===== src/rtl/uart_sort_pkg.sv =====
// Shared constants and types for the framed UART <-> sorter link.
package uart_sort_pkg;

    localparam logic [7:0] SYNC_REQ = 8'hA5;
    localparam logic [7:0] SYNC_RSP = 8'h5A;

    typedef enum logic [7:0] {
        ST_OK       = 8'h00,
        ST_BAD_CSUM = 8'h01,
        ST_BAD_HDR  = 8'h02,
        ST_TIMEOUT  = 8'h03
    } status_t;

    // DRAIN holds a rejected header until the line goes quiet.
    typedef enum logic [3:0] {
        S_IDLE,
        S_CMD,
        S_CNT,
        S_PAYLOAD,
        S_CSUM,
        S_DRAIN,
        S_SORT_WAIT,
        S_TX_HDR,
        S_TX_STAT,
        S_TX_CNT,
        S_TX_DATA,
        S_TX_CSUM
    } link_state_t;

    typedef enum logic [1:0] {
        SER_IDLE,
        SER_PEND,
        SER_WAIT_HI,
        SER_WAIT_LO
    } ser_state_t;

    function automatic int unsigned BYTES_PER_WORD(input int unsigned width);
        return width / 8;
    endfunction

endpackage


===== src/rtl/uart_sort_link_if.sv =====
// Byte-stream and sorter bus bundle between uart_sort_link and its neighbours.
interface uart_sort_link_if #(
    parameter int WIDTH = 32,
    parameter int DEPTH = 8
);
    logic [7:0]                  rx_data;
    logic                        rx_valid;
    logic [7:0]                  tx_data;
    logic                        tx_start;
    logic                        tx_busy;
    logic [DEPTH-1:0][WIDTH-1:0] unsorted;
    logic                        sort_valid_in;
    logic [DEPTH-1:0][WIDTH-1:0] sorted;
    logic                        sort_valid_out;

    // master = the link controller
    modport master (
        input  rx_data, rx_valid, tx_busy, sorted, sort_valid_out,
        output tx_data, tx_start, unsorted, sort_valid_in
    );

    // slave = uart pair plus sorter
    modport slave (
        output rx_data, rx_valid, tx_busy, sorted, sort_valid_out,
        input  tx_data, tx_start, unsorted, sort_valid_in
    );
endinterface


===== src/rtl/sort_link_tx_ser.sv =====
// Byte serialiser: owns the tx_start/tx_busy handshake with uart_tx.
// A load fires immediately when the line is free, otherwise it is parked.
// done pulses in the cycle uart_tx drops busy, and a load in that same
// cycle is launched straight away, so bytes go out back to back.
module sort_link_tx_ser
    import uart_sort_pkg::*;
(
    input  logic       clk,
    input  logic       rst,
    input  logic       ld,
    input  logic [7:0] ld_byte,
    output logic       done,
    output logic [7:0] tx_data,
    output logic       tx_start,
    input  logic       tx_busy
);
    ser_state_t state_q, state_d;
    logic [7:0] byte_q, byte_d;
    logic [7:0] tx_data_q, tx_data_d;
    logic       tx_start_q, tx_start_d;
    logic       can_fire;

    // state register
    always_ff @(posedge clk or posedge rst) begin
        if (rst) begin
            state_q    <= SER_IDLE;
            byte_q     <= '0;
            tx_data_q  <= '0;
            tx_start_q <= 1'b0;
        end else begin
            state_q    <= state_d;
            byte_q     <= byte_d;
            tx_data_q  <= tx_data_d;
            tx_start_q <= tx_start_d;
        end
    end

    // handshake sequencing: fire, wait busy high, wait busy low
    always_comb begin
        state_d    = state_q;
        byte_d     = byte_q;
        tx_data_d  = tx_data_q;
        tx_start_d = 1'b0;
        done       = 1'b0;
        can_fire   = !tx_busy && !tx_start_q;
        case (state_q)
            SER_PEND: begin
                if (can_fire) begin
                    tx_start_d = 1'b1;
                    tx_data_d  = byte_q;
                    state_d    = SER_WAIT_HI;
                end
            end
            SER_WAIT_HI: if (tx_busy) state_d = SER_WAIT_LO;
            SER_WAIT_LO: begin
                if (!tx_busy) begin
                    done    = 1'b1;
                    state_d = SER_IDLE;
                end
            end
            default: ;
        endcase
        if (ld) begin
            if (can_fire) begin
                tx_start_d = 1'b1;
                tx_data_d  = ld_byte;
                state_d    = SER_WAIT_HI;
            end else begin
                byte_d  = ld_byte;
                state_d = SER_PEND;
            end
        end
    end

    assign tx_data  = tx_data_q;
    assign tx_start = tx_start_q;

endmodule


===== src/rtl/uart_sort_link.sv =====
// Framed request/response controller between the UART byte pair and sort_top.
// Receives a checksummed request, pads unused sorter slots with all-ones,
// launches the sort and streams back the real words in the requested order.
module uart_sort_link
    import uart_sort_pkg::*;
#(
    parameter int WIDTH       = 32,
    parameter int DEPTH       = 8,
    parameter int TIMEOUT_CYC = 1_000_000
) (
    input  logic              clk,
    input  logic              rst,
    uart_sort_link_if.master  lnk,
    output logic              busy,
    output logic [7:0]        err_count
);
    localparam int BPW = int'(BYTES_PER_WORD(WIDTH));
    localparam int BW  = (BPW > 1) ? $clog2(BPW) : 1;
    localparam int IW  = $clog2(DEPTH);
    localparam int TW  = $clog2(TIMEOUT_CYC + 1);

    link_state_t                 state_q, state_d;
    status_t                     status_q, status_d;
    logic [7:0]                  cmd_q, cmd_d;
    logic [7:0]                  cnt_q, cnt_d;
    logic [7:0]                  idx_q, idx_d;
    logic [BW-1:0]               bcnt_q, bcnt_d;
    logic [TW-1:0]               tmr_q, tmr_d;
    logic [7:0]                  csum_q, csum_d;
    logic [DEPTH-1:0][WIDTH-1:0] unsorted_q, unsorted_d;
    logic [DEPTH-1:0][WIDTH-1:0] res_q, res_d;
    logic                        sort_vld_q, sort_vld_d;
    logic [7:0]                  err_q, err_d;
    logic [7:0]                  oidx_q, oidx_d;
    logic [BW-1:0]               obyte_q, obyte_d;

    logic          ser_ld, ser_done;
    logic [7:0]    ser_byte;
    logic          err_go, tmr_hit, timed;
    status_t       err_st;
    logic [7:0]    rc, nb;
    logic [WIDTH+7:0] word_sh;

    // Byte b (0 = MSB) of the o-th transmitted word; descending walks backwards.
    function automatic logic [7:0] resp_byte(input logic [7:0] o, input logic [BW-1:0] b);
        logic [IW-1:0] w;
        w = cmd_q[0] ? IW'(cnt_q - 8'd1 - o) : IW'(o);
        return res_q[w][(BPW - 1 - int'(b)) * 8 +: 8];
    endfunction

    sort_link_tx_ser u_ser (
        .clk      (clk),
        .rst      (rst),
        .ld       (ser_ld),
        .ld_byte  (ser_byte),
        .done     (ser_done),
        .tx_data  (lnk.tx_data),
        .tx_start (lnk.tx_start),
        .tx_busy  (lnk.tx_busy)
    );

    // state and datapath registers
    always_ff @(posedge clk or posedge rst) begin
        if (rst) begin
            state_q    <= S_IDLE;
            status_q   <= ST_OK;
            cmd_q      <= '0;
            cnt_q      <= '0;
            idx_q      <= '0;
            bcnt_q     <= '0;
            tmr_q      <= '0;
            csum_q     <= '0;
            unsorted_q <= '0;
            res_q      <= '0;
            sort_vld_q <= 1'b0;
            err_q      <= '0;
            oidx_q     <= '0;
            obyte_q    <= '0;
        end else begin
            state_q    <= state_d;
            status_q   <= status_d;
            cmd_q      <= cmd_d;
            cnt_q      <= cnt_d;
            idx_q      <= idx_d;
            bcnt_q     <= bcnt_d;
            tmr_q      <= tmr_d;
            csum_q     <= csum_d;
            unsorted_q <= unsorted_d;
            res_q      <= res_d;
            sort_vld_q <= sort_vld_d;
            err_q      <= err_d;
            oidx_q     <= oidx_d;
            obyte_q    <= obyte_d;
        end
    end

    // frame parsing, sort launch and response sequencing
    always_comb begin
        state_d    = state_q;
        status_d   = status_q;
        cmd_d      = cmd_q;
        cnt_d      = cnt_q;
        idx_d      = idx_q;
        bcnt_d     = bcnt_q;
        csum_d     = csum_q;
        unsorted_d = unsorted_q;
        res_d      = res_q;
        sort_vld_d = 1'b0;
        err_d      = err_q;
        oidx_d     = oidx_q;
        obyte_d    = obyte_q;
        ser_ld     = 1'b0;
        ser_byte   = '0;
        err_go     = 1'b0;
        err_st     = ST_OK;
        rc         = '0;
        nb         = '0;
        word_sh    = '0;

        // silence timer runs only while a request is being received
        timed   = state_q inside {S_CMD, S_CNT, S_PAYLOAD, S_CSUM, S_DRAIN};
        tmr_hit = (tmr_q == TW'(TIMEOUT_CYC - 1)) && !lnk.rx_valid;
        tmr_d   = (timed && !lnk.rx_valid) ? tmr_q + TW'(1) : '0;

        case (state_q)
            S_IDLE: begin
                if (lnk.rx_valid && lnk.rx_data == SYNC_REQ) begin
                    state_d = S_CMD;
                    csum_d  = '0;
                end
            end
            S_CMD: begin
                if (lnk.rx_valid) begin
                    cmd_d   = lnk.rx_data;
                    csum_d  = csum_q ^ lnk.rx_data;
                    state_d = S_CNT;
                end else if (tmr_hit) begin
                    err_go = 1'b1;
                    err_st = ST_TIMEOUT;
                end
            end
            S_CNT: begin
                if (lnk.rx_valid) begin
                    cnt_d  = lnk.rx_data;
                    csum_d = csum_q ^ lnk.rx_data;
                    if (lnk.rx_data == 8'd0 || lnk.rx_data > 8'(DEPTH) || cmd_q[7:1] != 7'd0) begin
                        state_d = S_DRAIN;
                    end else begin
                        state_d    = S_PAYLOAD;
                        idx_d      = '0;
                        bcnt_d     = '0;
                        unsorted_d = '1;   // pads: slots never written stay all-ones
                    end
                end else if (tmr_hit) begin
                    err_go = 1'b1;
                    err_st = ST_TIMEOUT;
                end
            end
            S_PAYLOAD: begin
                if (lnk.rx_valid) begin
                    csum_d  = csum_q ^ lnk.rx_data;
                    word_sh = {unsorted_q[idx_q[IW-1:0]], lnk.rx_data};
                    unsorted_d[idx_q[IW-1:0]] = word_sh[WIDTH-1:0];
                    if (bcnt_q == BW'(BPW - 1)) begin
                        bcnt_d = '0;
                        idx_d  = idx_q + 8'd1;
                        if (idx_q == cnt_q - 8'd1) state_d = S_CSUM;
                    end else begin
                        bcnt_d = bcnt_q + BW'(1);
                    end
                end else if (tmr_hit) begin
                    err_go = 1'b1;
                    err_st = ST_TIMEOUT;
                end
            end
            S_CSUM: begin
                if (lnk.rx_valid) begin
                    if (lnk.rx_data == csum_q) begin
                        sort_vld_d = 1'b1;
                        state_d    = S_SORT_WAIT;
                    end else begin
                        err_go = 1'b1;
                        err_st = ST_BAD_CSUM;
                    end
                end else if (tmr_hit) begin
                    err_go = 1'b1;
                    err_st = ST_TIMEOUT;
                end
            end
            S_DRAIN: begin
                if (tmr_hit) begin
                    err_go = 1'b1;
                    err_st = ST_BAD_HDR;
                end
            end
            S_SORT_WAIT: begin
                if (lnk.sort_valid_out) begin
                    res_d    = lnk.sorted;
                    status_d = ST_OK;
                    state_d  = S_TX_HDR;
                    ser_ld   = 1'b1;
                    ser_byte = SYNC_RSP;
                end
            end
            S_TX_HDR: begin
                if (ser_done) begin
                    ser_ld   = 1'b1;
                    ser_byte = status_q;
                    state_d  = S_TX_STAT;
                end
            end
            S_TX_STAT: begin
                if (ser_done) begin
                    rc       = (status_q == ST_OK) ? cnt_q : 8'd0;
                    ser_ld   = 1'b1;
                    ser_byte = rc;
                    csum_d   = status_q ^ rc;
                    state_d  = S_TX_CNT;
                end
            end
            S_TX_CNT: begin
                if (ser_done) begin
                    if (status_q != ST_OK) begin
                        ser_ld   = 1'b1;
                        ser_byte = csum_q;
                        state_d  = S_TX_CSUM;
                    end else begin
                        oidx_d   = '0;
                        obyte_d  = '0;
                        nb       = resp_byte(8'd0, '0);
                        ser_ld   = 1'b1;
                        ser_byte = nb;
                        csum_d   = csum_q ^ nb;
                        state_d  = S_TX_DATA;
                    end
                end
            end
            S_TX_DATA: begin
                if (ser_done) begin
                    if (obyte_q == BW'(BPW - 1) && oidx_q == cnt_q - 8'd1) begin
                        ser_ld   = 1'b1;
                        ser_byte = csum_q;
                        state_d  = S_TX_CSUM;
                    end else begin
                        if (obyte_q == BW'(BPW - 1)) begin
                            oidx_d  = oidx_q + 8'd1;
                            obyte_d = '0;
                        end else begin
                            obyte_d = obyte_q + BW'(1);
                        end
                        nb       = resp_byte(oidx_d, obyte_d);
                        ser_ld   = 1'b1;
                        ser_byte = nb;
                        csum_d   = csum_q ^ nb;
                    end
                end
            end
            S_TX_CSUM: begin
                if (ser_done) begin
                    state_d = S_IDLE;
                    idx_d   = '0;
                    bcnt_d  = '0;
                    oidx_d  = '0;
                    obyte_d = '0;
                end
            end
            default: state_d = S_IDLE;
        endcase

        // error responses start with the sync byte in the decision cycle
        if (err_go) begin
            state_d  = S_TX_HDR;
            status_d = err_st;
            ser_ld   = 1'b1;
            ser_byte = SYNC_RSP;
            if (err_q != 8'hFF) err_d = err_q + 8'd1;
        end
    end

    assign lnk.unsorted      = unsorted_q;
    assign lnk.sort_valid_in = sort_vld_q;
    assign busy              = (state_q != S_IDLE);
    assign err_count         = err_q;

endmodule


===== src/flat_wrapper.sv =====
// flat-port wrapper written by rule: the top's interface ports become plain ports
module uart_sort_link_flat import uart_sort_pkg::*;
#(
    parameter int WIDTH       = 32,
    parameter int DEPTH       = 8,
    parameter int TIMEOUT_CYC = 1_000_000
)
  (clk, rst, busy, err_count, lnk_rx_data, lnk_rx_valid, lnk_tx_busy, lnk_sorted, lnk_sort_valid_out, lnk_tx_data, lnk_tx_start, lnk_unsorted, lnk_sort_valid_in);
  uart_sort_link_if #(.WIDTH(WIDTH), .DEPTH(DEPTH)) lnk_i ();
  input  logic clk;
  input  logic rst;
  output logic busy;
  output logic [7:0] err_count;
  input wire logic [$bits(lnk_i.rx_data)-1:0] lnk_rx_data;
  input wire logic [$bits(lnk_i.rx_valid)-1:0] lnk_rx_valid;
  input wire logic [$bits(lnk_i.tx_busy)-1:0] lnk_tx_busy;
  input wire logic [$bits(lnk_i.sorted)-1:0] lnk_sorted;
  input wire logic [$bits(lnk_i.sort_valid_out)-1:0] lnk_sort_valid_out;
  output wire logic [$bits(lnk_i.tx_data)-1:0] lnk_tx_data;
  output wire logic [$bits(lnk_i.tx_start)-1:0] lnk_tx_start;
  output wire logic [$bits(lnk_i.unsorted)-1:0] lnk_unsorted;
  output wire logic [$bits(lnk_i.sort_valid_in)-1:0] lnk_sort_valid_in;
  assign lnk_i.rx_data = lnk_rx_data;
  assign lnk_i.rx_valid = lnk_rx_valid;
  assign lnk_i.tx_busy = lnk_tx_busy;
  assign lnk_i.sorted = lnk_sorted;
  assign lnk_i.sort_valid_out = lnk_sort_valid_out;
  assign lnk_tx_data = lnk_i.tx_data;
  assign lnk_tx_start = lnk_i.tx_start;
  assign lnk_unsorted = lnk_i.unsorted;
  assign lnk_sort_valid_in = lnk_i.sort_valid_in;
  uart_sort_link #(.WIDTH(WIDTH), .DEPTH(DEPTH), .TIMEOUT_CYC(TIMEOUT_CYC)) u_core (.clk(clk), .rst(rst), .lnk(lnk_i), .busy(busy), .err_count(err_count));
endmodule

===== config.mk =====
export PLATFORM = sky130hd
export DESIGN_NAME = uart_sort_link_flat
export DESIGN_NICKNAME = d
export VERILOG_FILES = /design/src/rtl/uart_sort_pkg.sv /design/src/rtl/uart_sort_link_if.sv /design/src/rtl/sort_link_tx_ser.sv /design/src/rtl/uart_sort_link.sv /design/src/flat_wrapper.sv
export SDC_FILE = /design/constraint.sdc
export NUM_CORES = 2
export LEC_CHECK = 0
export ABC_AREA = 1
export CAP_MARGIN = 20
export CORE_MARGIN = 2
export CORE_UTILIZATION = 45
export DETAILED_ROUTE_END_ITERATION = 6
export PLACE_DENSITY = 0.73
export SYNTH_ARGS = -nofsm -noshare
export SYNTH_HDL_FRONTEND = slang
export SYNTH_SLANG_ARGS = --single-unit

===== constraint.sdc =====
create_clock -name clk -period 27.4 [get_ports clk]
set_input_delay 2.74 -clock clk [delete_from_list [all_inputs] [get_ports clk]]
set_output_delay 2.74 -clock clk [all_outputs]
set_load 0.01 [all_outputs]

# After elaboration in Yosys (flattened, before gate mapping)
# Cells that the tools add are included.
totals:
  output_inout_bits: 275
  in_bits: 269
  reg_bits: 616
op_classes:
  n_reduce_logical: 40
  bitwise_logic: 5
  eq_ne: 53
  n_lt_le_gt_ge: 5
  shift: 1
  muxes: 120
  n_addsub: 9
ops:
  columns: ["cell", "n"]
  rows:
  - ["256-bit two-way mux", 3]
  - ["256-bit one-hot mux with 2 select lines", 1]
  - ["32-bit binary-select mux with 3-bit select", 3]
  - ["8-bit two-way mux", 35]
  - ["256-bit bitwise mux", 1]
  - ["32-bit demux with 3-bit select", 1]
  - ["32-bit two-way mux", 3]
  - ["8-bit one-hot mux with 5 select lines", 2]
  - ["8-bit one-hot mux with 3 select lines", 3]
  - ["4-bit two-way mux", 16]
  - ["4-bit one-hot mux with 12 select lines", 1]
  - ["2-bit two-way mux", 22]
  - ["3-bit by 2-bit inequality test with 1-bit output, second input constant", 11]
  - ["32-bit by 32-bit indexed part select with 8-bit output", 1]
  - ["8-bit XOR", 4]
  - ["8-bit by 1-bit adder with 8-bit output, second input constant", 3]
  - ["8-bit == test", 3]
  - ["24-bit two-way mux", 1]
  - ["3-bit by 1-bit inequality test with 1-bit output, second input constant", 7]
  - ["20-bit by 1-bit adder with 20-bit output, second input constant", 1]
  - ["20-bit == test, second input constant", 1]
  - ["20-bit two-way mux", 1]
  - ["1-bit two-way mux", 18]
  - ["2-bit one-hot mux with 3 select lines", 3]
  - ["other kinds (41)", 88]

# Longest topological paths before layout
logic_depth:
  ltp_word: 17
  ltp_mapped: 24
  mapped_depth_nobuf: 22

# Hierarchy
# From an unflattened synthesis, not the netlist that was laid out.
unflattened:
  cells_unflattened: 3797
  area_unflattened_um2: 29640.9
modules_own_cells:
  columns: ["module", "seq_area_each_um2", "area_each_um2", "cells_per_inst", "instances"]
  rows:
  - ["uart_sort_link", 14789.2, 28553.6, 3662, 1]
  - ["sort_link_tx_ser", 475.5, 1087.3, 135, 1]

# Least setup slack after synthesis
# Ideal clock, no wire load.
synth_timing:
  path_type: "input to register"
  startpoint: "input port lnk_rx_data[6]"
  endpoint: "register u_core.u_ser.tx_data_q[1] (netlist: u_core.u_ser.tx_data[1])"
  setup_ns: 0.066
  slack_ns: 23.001
  n_path_buf: 2
  stages: 14
  required_ns: 27.334
  arrival_ns: 4.333
  path_cell_list: "buf_4 > inv_2 > nand2_1 > nand4_1 > nor4_1 > nand2_1 > o211ai_1 > nand2_2 > nor2_4 > nand2_1 > nand2_1 > buf_4 > o211ai_1 > nand2_1"
synth_via:
  elab_chain_cells: 7
  elab_cells_between_ends: 8
synth_rtl:
  columns: ["item", "line", "source"]
  rows:
  - ["from (decl)", "flat_wrapper.sv:14", "input wire logic [$bits(lnk_i.rx_data)-1:0] lnk_rx_data;"]
  - ["8-bit == test *", "uart_sort_link.sv:178", "if (lnk.rx_data == csum_q) begin"]
  - ["1-bit two-way mux *", "uart_sort_link.sv:178", null]
  - ["1-bit two-way mux *", "uart_sort_link.sv:177", "if (lnk.rx_valid) begin"]
  - ["1-bit one-hot mux with 3 select lines *", "uart_sort_link.sv:125", "case (state_q)"]
  - ["8-bit two-way mux", "uart_sort_link.sv:271", "if (err_go) begin"]
  - ["8-bit two-way mux", "sort_link_tx_ser.sv:64", "if (can_fire) begin"]
  - ["8-bit two-way mux *", "sort_link_tx_ser.sv:63", "if (ld) begin"]
  - ["named net u_core.u_ser.tx_data_d[1]", "sort_link_tx_ser.sv:19", "logic [7:0] tx_data_q, tx_data_d;"]
  - ["to (signal assigned)", "sort_link_tx_ser.sv:33", "tx_data_q <= tx_data_d;"]
  - ["to (decl)", "sort_link_tx_ser.sv:19", null]
# Mark *: on every way through the listed nets, which the timed path passes. The rest lies on a longest branch.
# A chain may end at the register's enable or synchronous reset.

# Final worst setup path
layout_timing:
  startpoint: "input port lnk_sort_valid_out"
  endpoint: "register u_core.res_q[15] (netlist bit)"
layout_via:
  elab_chain_cells: 1
layout_rtl:
  columns: ["item", "line", "source"]
  rows:
  - ["from (decl)", "flat_wrapper.sv:18", "input wire logic [$bits(lnk_i.sort_valid_out)-1:0] lnk_sort_valid_out;"]
  - ["2-bit AND reduction (no line)", null, null]
  - ["to (signal assigned)", "uart_sort_link.sv:89", "res_q <= res_d;"]
  - ["to (decl)", "uart_sort_link.sv:31", "logic [DEPTH-1:0][WIDTH-1:0] res_q, res_d;"]
# Every way passes these cells.

==> impl_metrics.tcl <==
set metrics [dict create \
    status "completed" \
    fmax_ghz 0.1583 \
    path_class "in -> reg" \
    area_growth_pct 27.75 \
    final_common_cell "nand2_1" \
    nFillCells 5920 \
    vias 28500 \
    ys.warnings.count 0 \
    cp-end-kind "flop" \
    leakage_nw 18.06 \
    ys_seq_area_share_pct 50.94 \
    cp-start-kind "input pin" \
    p_comb_share_pct 48.5 \
    cp_data_arrival_time_ns 6.77 \
    hold_buffers 0 \
    final_nets 4669 \
    io_buffer_count 543 \
    pwr-share-clk_pct 18.8 \
    synth-edff-count 0 \
    ys_seq_elements 610 \
    hold_path_class "reg -> reg" \
    postCtsSetupRepairBufs 0 \
    yosys-top-cells-area "dfrtp_1 (51%), nand2_1 (16%), o21ai_0 (9.9%)" \
    multi_input_area_um2 11960 \
    grt_overflow 0 \
    die-area_um2 68670 \
    yosysTopAreaCellShare_pct 50.94 \
    hold_viol 0 \
    post-place-cells 5177 \
    place.gp.congestion 0.9611 \
    die_h_um 262.0 \
    synth_cell_types 58 \
    cts_inserted_buffers 68 \
    fin_worst_skew_ns 0.03242 \
    drc_errors 0 \
    drt-initial-drc-count 3531 \
    num_rows 94 \
    cts_tree "built" \
    layout-drive-gt1-share_pct 4.102 \
    core_area_um2 65860 \
    intPower_mw 2.760 \
    powerDensity_nw_per_um2 128.7 \
    clk_latency_ns 0.63 \
    finalCritPeriodShare_pct 23.05 \
    h-tree-depth 3 \
    tns_ns 0 \
    dp_slack_ns 20.57 \
    maxCapViolCount 0 \
    synth_top_area_cell "dfrtp_1" \
    grt_max_degree 172 \
    grt_pass1_wl_mm 163.3 \
    wl_mm 107.8 \
    antenna_found_initial 22 \
    worstPathMaxFanout 163 \
    finalWorstSetupSlack_ns 21.08 \
    clock_sinks 610 \
    grt_use_total_pct 31.01 \
    start_util_pct 45.49 \
    synth-main-ff-cell "dfrtp_1" \
    p_seq_share_pct 32.6 \
    syn_avg_cell_area_um2 7.597 \
    cp_data_required_time_ns 27.86 \
    rsz0062_at_grt "no" \
    fin_util_pct 58.12 \
    final_cells 5323 \
    place_area_um2 35920 \
    finalPower_mw 4.927 \
    netlist_instances 3944 \
    worst_pin_slew_ns 1.115 \
    power_switching_mw 2.168 \
    netlist_area_um2 29960 \
    syn_nets 4227 \
    sw_frac_of_total_pct 43.99 \
    cts_resized 0 \
    vdd_drop_max_mv 0.07583 \
    path_clk_slew_ns 0.06 \
    seq_area_um2 15260 \
    grt_pass1_vias 27190 \
    dp_hpwl_mm 75.07 \
    final_cell_mix "nand2_1 (1,282), dfrtp_1 (610), o21ai_0 (594)" \
    ioPinCount 544 \
    ant_nets 0 \
    relSlewSlack_pct 25.65 \
    setup_violations 0 \
    async_flop_share_pct 100.0 \
    worst_hold_slack_ns 0.4620 \
    fin_crit_ns 6.316 \
    fin_area_um2 38280 \
    drtPass1Iterations 6 \
    wl_per_cell_um 20.24 \
    slew_violations 0 \
    vias_per_cell 5.354 \
    clock_path_buffers 3 \
    cts_root_buf "clkbuf_16" \
    die_w_um 262.0 \
]
==> logic make-up (layout without fill, tap and decap cells) <==
logic type | Yosys count | count (layout) | share of synthesized area, %
buf+inv | 710 | 1203 | 9.349
fa+ha+maj | 14 | 14 | 0.6097
simple gates | 1771 | 1771 | 24.03
compound gates | 812 | 812 | 14.26
other cells | 0 | 22 | 0
xor+xnor | 24 | 24 | 0.7015
flops | 610 | 610 | 50.94
mux | 3 | 3 | 0.1086
==> cell usage after synthesis (3+ instances only) <==
| master | number |
|---|---|
| dfrtp_1 | 610 |
| ha_1 | 13 |
| o211ai_1 | 17 |
| nor3b_1 | 5 |
| buf_6 | 7 |
| o21ai_0 | 594 |
| inv_1 | 486 |
| nand3_1 | 248 |
| clkbuf_1 | 144 |
| nand4_1 | 25 |
| a22oi_1 | 3 |
| o22ai_1 | 25 |
| a2111oi_0 | 4 |
| a21oi_1 | 118 |
| xnor2_1 | 4 |
| nand3_2 | 3 |
| buf_2 | 43 |
| nand2_2 | 3 |
| nand3b_1 | 4 |
| a21boi_1 | 5 |
| nor3_1 | 36 |
| nor2_1 | 146 |
| xor2_1 | 20 |
| buf_1 | 9 |
| nor4_1 | 6 |
| nand2_1 | 1284 |
| o21a_1 | 4 |
| a21o_1 | 7 |
| buf_4 | 7 |
| o21ai_1 | 16 |
| clkinv_1 | 5 |
| inv_2 | 7 |
| o2111ai_1 | 4 |
==> power groups by stage <==
stage	clock, mW	sequential, mW	combinational (mW)
after floorplan	0	1.63	1.29
after global placement	0	1.60	2.31
after detailed placement	0	1.60	2.34
after CTS	0.935	1.60	2.36
after global routing	0.975	1.65	2.63
final	0.928	1.61	2.39
==> registers in the layout, summed over array words and instances (netlist names), 4 cells and up <==
name / count
u_core.cmd_q: 8
u_core.cnt_q: 8
u_core.csum_q: 8
u_core.err_count: 8
u_core.idx_q: 8
u_core.lnk.unsorted: 256
u_core.oidx_q: 8
u_core.res_q: 256
u_core.state_q: 4
u_core.tmr_q: 20
u_core.u_ser.byte_q: 8
u_core.u_ser.tx_data: 8
==> worst max-delay path, cell delays in order <==
cell             delay, ns
clkdlybuf4s50_1       0.53
nand2_2               0.57
inv_8                 0.83
buf_4                 0.95
buf_4                 0.74
o21ai_0               0.24
==> layout make-up <==
cell class	count	area share, %
antenna	22	0.1438
multi-input combinational	2624	31.23
tap	864	2.824
clock buffer	100	5.151
sequential	610	39.88
inverter	499	4.939
timing repair buffer	583	15.15
clock inverter	21	0.6766
==> per-layer routing <==
metal	track usage (%)	share of wire (%)	vias up
li1	-	-	13440
met3	8.603	9.8	222
met4	13.23	3.9	6
met2	46.71	45	1277
met1	42.04	42	13560
met5	0	0.034	-
==> path summary, 6_finish.rpt <==
path	slack, ns	startpoint	cells past startpoint	endpoint
min	0.46	u_core.tmr_q[0]$_DFF_PP0_	1	u_core.tmr_q[0]$_DFF_PP0_
min reg2reg	0.46	u_core.tmr_q[0]$_DFF_PP0_	1	u_core.tmr_q[0]$_DFF_PP0_
max reg2reg	22.46	u_core.state_q[0]$_DFFE_PP0P_	8	u_core.res_q[15]$_DFFE_PP0P_
max	21.08	lnk_sort_valid_out	6	u_core.res_q[15]$_DFFE_PP0P_
max in group asynchronous	22.37	rst	4	u_core.u_ser.byte_q[2]$_DFFE_PP0P_
min in group asynchronous	2.65	rst	2	u_core.lnk.unsorted[90]$_DFFE_PP0P_
No activity file was read; power rests on OpenSTA's default activity.
